<file path="config.mk">
export PLATFORM = sky130hd
export DESIGN_NAME = vga_pixel_writer
export DESIGN_NICKNAME = d
export VERILOG_FILES = /design/src/rtl/vga_pixel_writer.sv
export SDC_FILE = /design/constraint.sdc
export NUM_CORES = 1
export LEC_CHECK = 0
export ABC_AREA = 1
export CORE_ASPECT_RATIO = 0.9
export CORE_UTILIZATION = 46
export CTS_BUF_LIST = sky130_fd_sc_hd__clkbuf_16
export DETAILED_ROUTE_END_ITERATION = 8
export GPL_TIMING_DRIVEN = 1
export PLACE_DENSITY = 0.79
export SLEW_MARGIN = 20
export SYNTH_ARGS = -nofsm -noshare
export SYNTH_HDL_FRONTEND = slang
export SYNTH_SLANG_ARGS = --single-unit
</file>
<file path="constraint.sdc">
create_clock -name CLOCK_50 -period 1.25 [get_ports CLOCK_50]
set_input_delay 0.1875 -clock CLOCK_50 [delete_from_list [all_inputs] [get_ports CLOCK_50]]
set_output_delay 0.1875 -clock CLOCK_50 [all_outputs]
set_load 0.01 [all_outputs]
</file>
<file path="src/rtl/vga_pixel_writer.sv">
// Write-port stage between the circle drawer and vga_adapter: clears the frame
// after reset or on request, then forwards drawer pixels with off-screen clipping.
module vga_pixel_writer #(
  parameter int unsigned SCREEN_WIDTH  = 160,
  parameter int unsigned SCREEN_HEIGHT = 120,
  parameter logic [2:0]  CLEAR_COLOUR  = 3'b000
) (
  input  logic        CLOCK_50,
  input  logic        resetn,
  input  logic        clear_req,
  input  logic        in_valid,
  output logic        in_ready,
  input  logic [8:0]  in_x,
  input  logic [8:0]  in_y,
  input  logic [2:0]  in_colour,
  output logic [7:0]  vga_x,
  output logic [6:0]  vga_y,
  output logic [2:0]  vga_colour,
  output logic        vga_plot,
  output logic        busy,
  output logic [15:0] dropped_count
);

  typedef enum logic {
    ST_CLEAR,
    ST_PASS
  } state_t;

  localparam logic [7:0] X_LAST = 8'(SCREEN_WIDTH - 1);
  localparam logic [6:0] Y_LAST = 7'(SCREEN_HEIGHT - 1);
  localparam logic [8:0] X_LIM  = 9'(SCREEN_WIDTH);
  localparam logic [8:0] Y_LIM  = 9'(SCREEN_HEIGHT);

  state_t     state;
  logic [7:0] cx;
  logic [6:0] cy;
  logic       on_screen;

  assign in_ready = (state == ST_PASS);
  assign busy     = (state == ST_CLEAR);

  // Sign bit clear rules out negatives, so the upper bound can be an unsigned compare.
  always_comb begin
    on_screen = !in_x[8] && (in_x < X_LIM) && !in_y[8] && (in_y < Y_LIM);
  end

  always_ff @(posedge CLOCK_50 or negedge resetn) begin
    if (!resetn) begin
      state         <= ST_CLEAR;
      cx            <= '0;
      cy            <= '0;
      vga_x         <= '0;
      vga_y         <= '0;
      vga_colour    <= '0;
      vga_plot      <= 1'b0;
      dropped_count <= '0;
    end else begin
      case (state)
        ST_CLEAR: begin
          vga_x      <= cx;
          vga_y      <= cy;
          vga_colour <= CLEAR_COLOUR;
          vga_plot   <= 1'b1;
          if (cx == X_LAST) begin
            cx <= '0;
            if (cy == Y_LAST) begin
              cy    <= '0;
              state <= ST_PASS;
            end else begin
              cy <= cy + 7'd1;
            end
          end else begin
            cx <= cx + 8'd1;
          end
        end
        ST_PASS: begin
          vga_plot <= 1'b0;
          if (in_valid) begin
            if (on_screen) begin
              vga_x      <= in_x[7:0];
              vga_y      <= in_y[6:0];
              vga_colour <= in_colour;
              vga_plot   <= 1'b1;
            end else if (dropped_count != '1) begin
              dropped_count <= dropped_count + 16'd1;
            end
          end
          // A handshake on the request edge is still served above.
          if (clear_req) begin
            state <= ST_CLEAR;
            cx    <= '0;
            cy    <= '0;
          end
        end
        default: state <= ST_CLEAR;
      endcase
    end
  end

endmodule

</file>
==> reports/summary.txt <==
Status = finished, violations left
Failing checks = DRC, setup timing
RR Startpoint = dropped_count[0]$_DFFE_PN0P_
I/O Pins = 62
Post-Syn Nets = 421
Post-synth top area share = 45.0%
Largest net degree at the start of global routing = 52
Full die area = 6480 um2
Die width = 84.7 um
Yosys top cell by area = dfrtp_1
Starting Density = 48.7%
Clock root buffer = clkbuf_16
FMAX = 0.651 GHz
Setup Skew = 0.00835 ns
Nets = 562
Final hold violations = 0
First-pass DRT Iterations = 9
DR vias/cell = 5.31
Yosys reg bits = 51
Kind of critical path = flip-flop to flip-flop
Via count = 3213
Post-synthesis cell type count = 28
Mean area per synthesized cell = 7.21 um2
Min cycle time layout = 1.54 ns
Hold WC Path Type = input pin to flip-flop
Critical path's slowest cell = dfrtp_1
Routed length per instance = 15.4 um
RR Endpoint = dropped_count[4]$_DFFE_PN0P_
Ant. Diodes = 0
Core Area = 5820 um2
Setup-failing EPs final = 31
Least-Margin Pin Slew = 0.335 ns
PwrDens = 1220 nW/um2
Die Y = 76.5 um
Max-Slew Margin vs Limit = 77.6%
RSZ-0062 raised after global routing = yes
Max-slew violation count = 0
Skew-Pair Late Insertion Delay = 0.30 ns
Min-delay src = in_y[4]
Initial antenna violation count = 0
Crit path required time = 1.48 ns
Inserted Clock Buffers = 5
Startpoint Class = flip-flop
Area of the mapped netlist = 2830 um2
Iter 0 DRT Violations = 225
IO Port Bufs = 61
Routed Antenna Nets = 0
Ys Warns = 0
CTS H-tree depth = 2
Num rows = 26
WHS Path Cells = 5
Slowest Stage Delay on Critical Path = 0.36 ns
Routed WL = 9320 um
Worst-path cell chain = ha_2 > nand2_2 > nor2_4 > buf_4 > buf_4 > xor2_1 > nand2_2 > nand2_1
Syn Inst Count = 393
Routability cong. = 0.845
Main area contributors after synthesis = dfrtp_1, nand2_1, o21ai_0
Critical path startpoint = dropped_count[0]$_DFFE_PN0P_
Fin area = 4510 um2
Final critical-path share of the clock period = 123%
Sequential cell area fraction in the yosys report = 45.0%
Max VDD drop = 1390 uV
Layout area overhead = 59.1%
Crit path max fanout = 4
CTS tree = yes
Setup TNS = -4.03 ns
Tot Pwr = 5.50 mW
Max-Cap Viols = 0
Worst Setup Slack, final = -0.286 ns
Num Clock Sinks = 51
Arrival time worst endpoint = 1.77 ns
Global-route wire length before repair = 13600 um
HPWL reported at the end of detailed placement = 5660 um
Clock edge transition at the registers on the reported setup and hold paths = 0.07 ns
WHS = 0.276 ns
Static Leak = 2.36 nW
Post-DP Area = 3960 um2
Drt drc = 4
Flop2flop setup slack = -0.29 ns
Number of global-route vias before repair = 2883
WHS Endpoint = vga_y[4]$_DFFE_PN0P_
Cells on worst reg2reg path = 8
Post-place setup slack = -0.355 ns
CTS max path bufs = 2
Overflow after GRT = 0
Share of cells above drive strength 1 = 31.8%
GRT Resource Usage Total = 26.8%
Crit end category = flip-flop
==> report_power, final <==
group          switching [mW]  internal [mW]
Clock                   0.648          0.750
Combinational            1.03          0.866
Sequential              0.231           1.98
Total                    1.91           3.59
==> cell families (layout without fill, tap and decap cells) <==
kind of cell               after synthesis  count (layout)  share of synthesized area [%]
and+or+nand+nor                        250             250                           36.9
DFF                                     51              51                           45.0
buffers and inverters                   43             185                           6.62
AOI/OAI and AO/OA                       33              33                           6.05
xor gates and xnor gates                12              12                           3.71
adders and majority gates                3               3                           1.32
muxes                                    1               1                          0.397
==> per-stage QoR <==
step | cells | util (%)
6_report | 605 | 77.4
5_1_grt | 605 | 77.4
4_1_cts | 599 | 73.4
3_5_place_dp | 575 | 68.0
3_3_place_gp | 575 | 68.0
2_1_floorplan | 393 | -
==> timing repair <==
item / CTS / global route
hold buffers: 1 / 0
resized for setup: 87 / 86
endpoints found under the hold margin: 51 / 0
cloned: 1 / 2
endpoints found under the setup margin: 74 / 59
pin swaps: 11 / 18
buffers inserted: 15 / 7
==> worst max-delay path: cells and delay by family (launching register included) <==
family	cells	cell delay [ns]
buffers and inverters	2	0.24
and+or+nand+nor	4	0.38
adders and majority gates	1	0.19
xor gates and xnor gates	1	0.30
DFF	1	0.36
==> cells in the mapped netlist <==
cell type and count:
ha_1 3, xor2_1 9, clkbuf_1 2, inv_2 1
buf_4 1, mux2_2 1, nand4_1 6, nor2_1 25
o22ai_1 2, buf_2 3, inv_1 33, xnor2_1 3
nor2_4 3, nand3b_1 1, buf_1 1, a21oi_1 1
nand3_1 21, nand2_2 4, o21ai_1 2, o21ai_0 27
nor2_2 4, dfrtp_1 51, o21ai_2 1, buf_8 1
nor3_2 1, nand3_2 2, buf_6 1, nand2_1 183
==> worst max path at each step <==
stage	slack (ns)	depth (start not counted)	end
floorplan	-0.21	9	dropped_count[6]$_DFFE_PN0P_
global placement	-0.35	10	dropped_count[10]$_DFFE_PN0P_
detailed placement	-0.35	10	dropped_count[0]$_DFFE_PN0P_
CTS	-0.15	9	dropped_count[2]$_DFFE_PN0P_
global route	-0.32	8	dropped_count[4]$_DFFE_PN0P_
finish	-0.29	8	dropped_count[4]$_DFFE_PN0P_
==> state kept, by name, summed over array words and instances, names as in the netlist <==
signal	count
dropped_count	16
vga_colour	3
vga_plot	1
vga_x	8
vga_y	7
in_ready	1
cx	8
cy	7
==> metal layers <==
layer  wire (um)  up-vias  global-route usage (%)
met5           0        -                       0
met4         302        0                    9.15
met3         591       32                    5.42
met2        4630      144                    44.0
met1        3800     1526                    35.4
li1            -     1511                       -
==> placed cells by master, fill, tap and decap left out, drive strengths merged <==
cell           count
clkinvlp           2
nor3               1
a21oi              1
xnor2              3
inv               36
dlygate4sd2       22
o21ai             30
nand4              6
clkdlybuf4s50     15
dfrtp             51
mux2               1
buf               85
nand3             23
clkinv             1
nand3b             1
clkbuf            13
clkdlybuf4s15      2
ha                 3
o22ai              2
nand2            187
dlygate4sd3        1
nor2              32
dlymetal6s2s       8
xor2               9
==> cell type report <==
cell class,count,area [um2]
Tap cell,70,87.6
Fill cell,351,1310
Clock buffer,5,125
Timing Repair Buffer,141,1250
Inverter,34,143
Clock inverter,3,23.8
Sequential cell,51,1280
Multi-Input combinational cell,299,1590
Timing Repair inverter,2,17.5
Power figures use the tool's default switching activity.
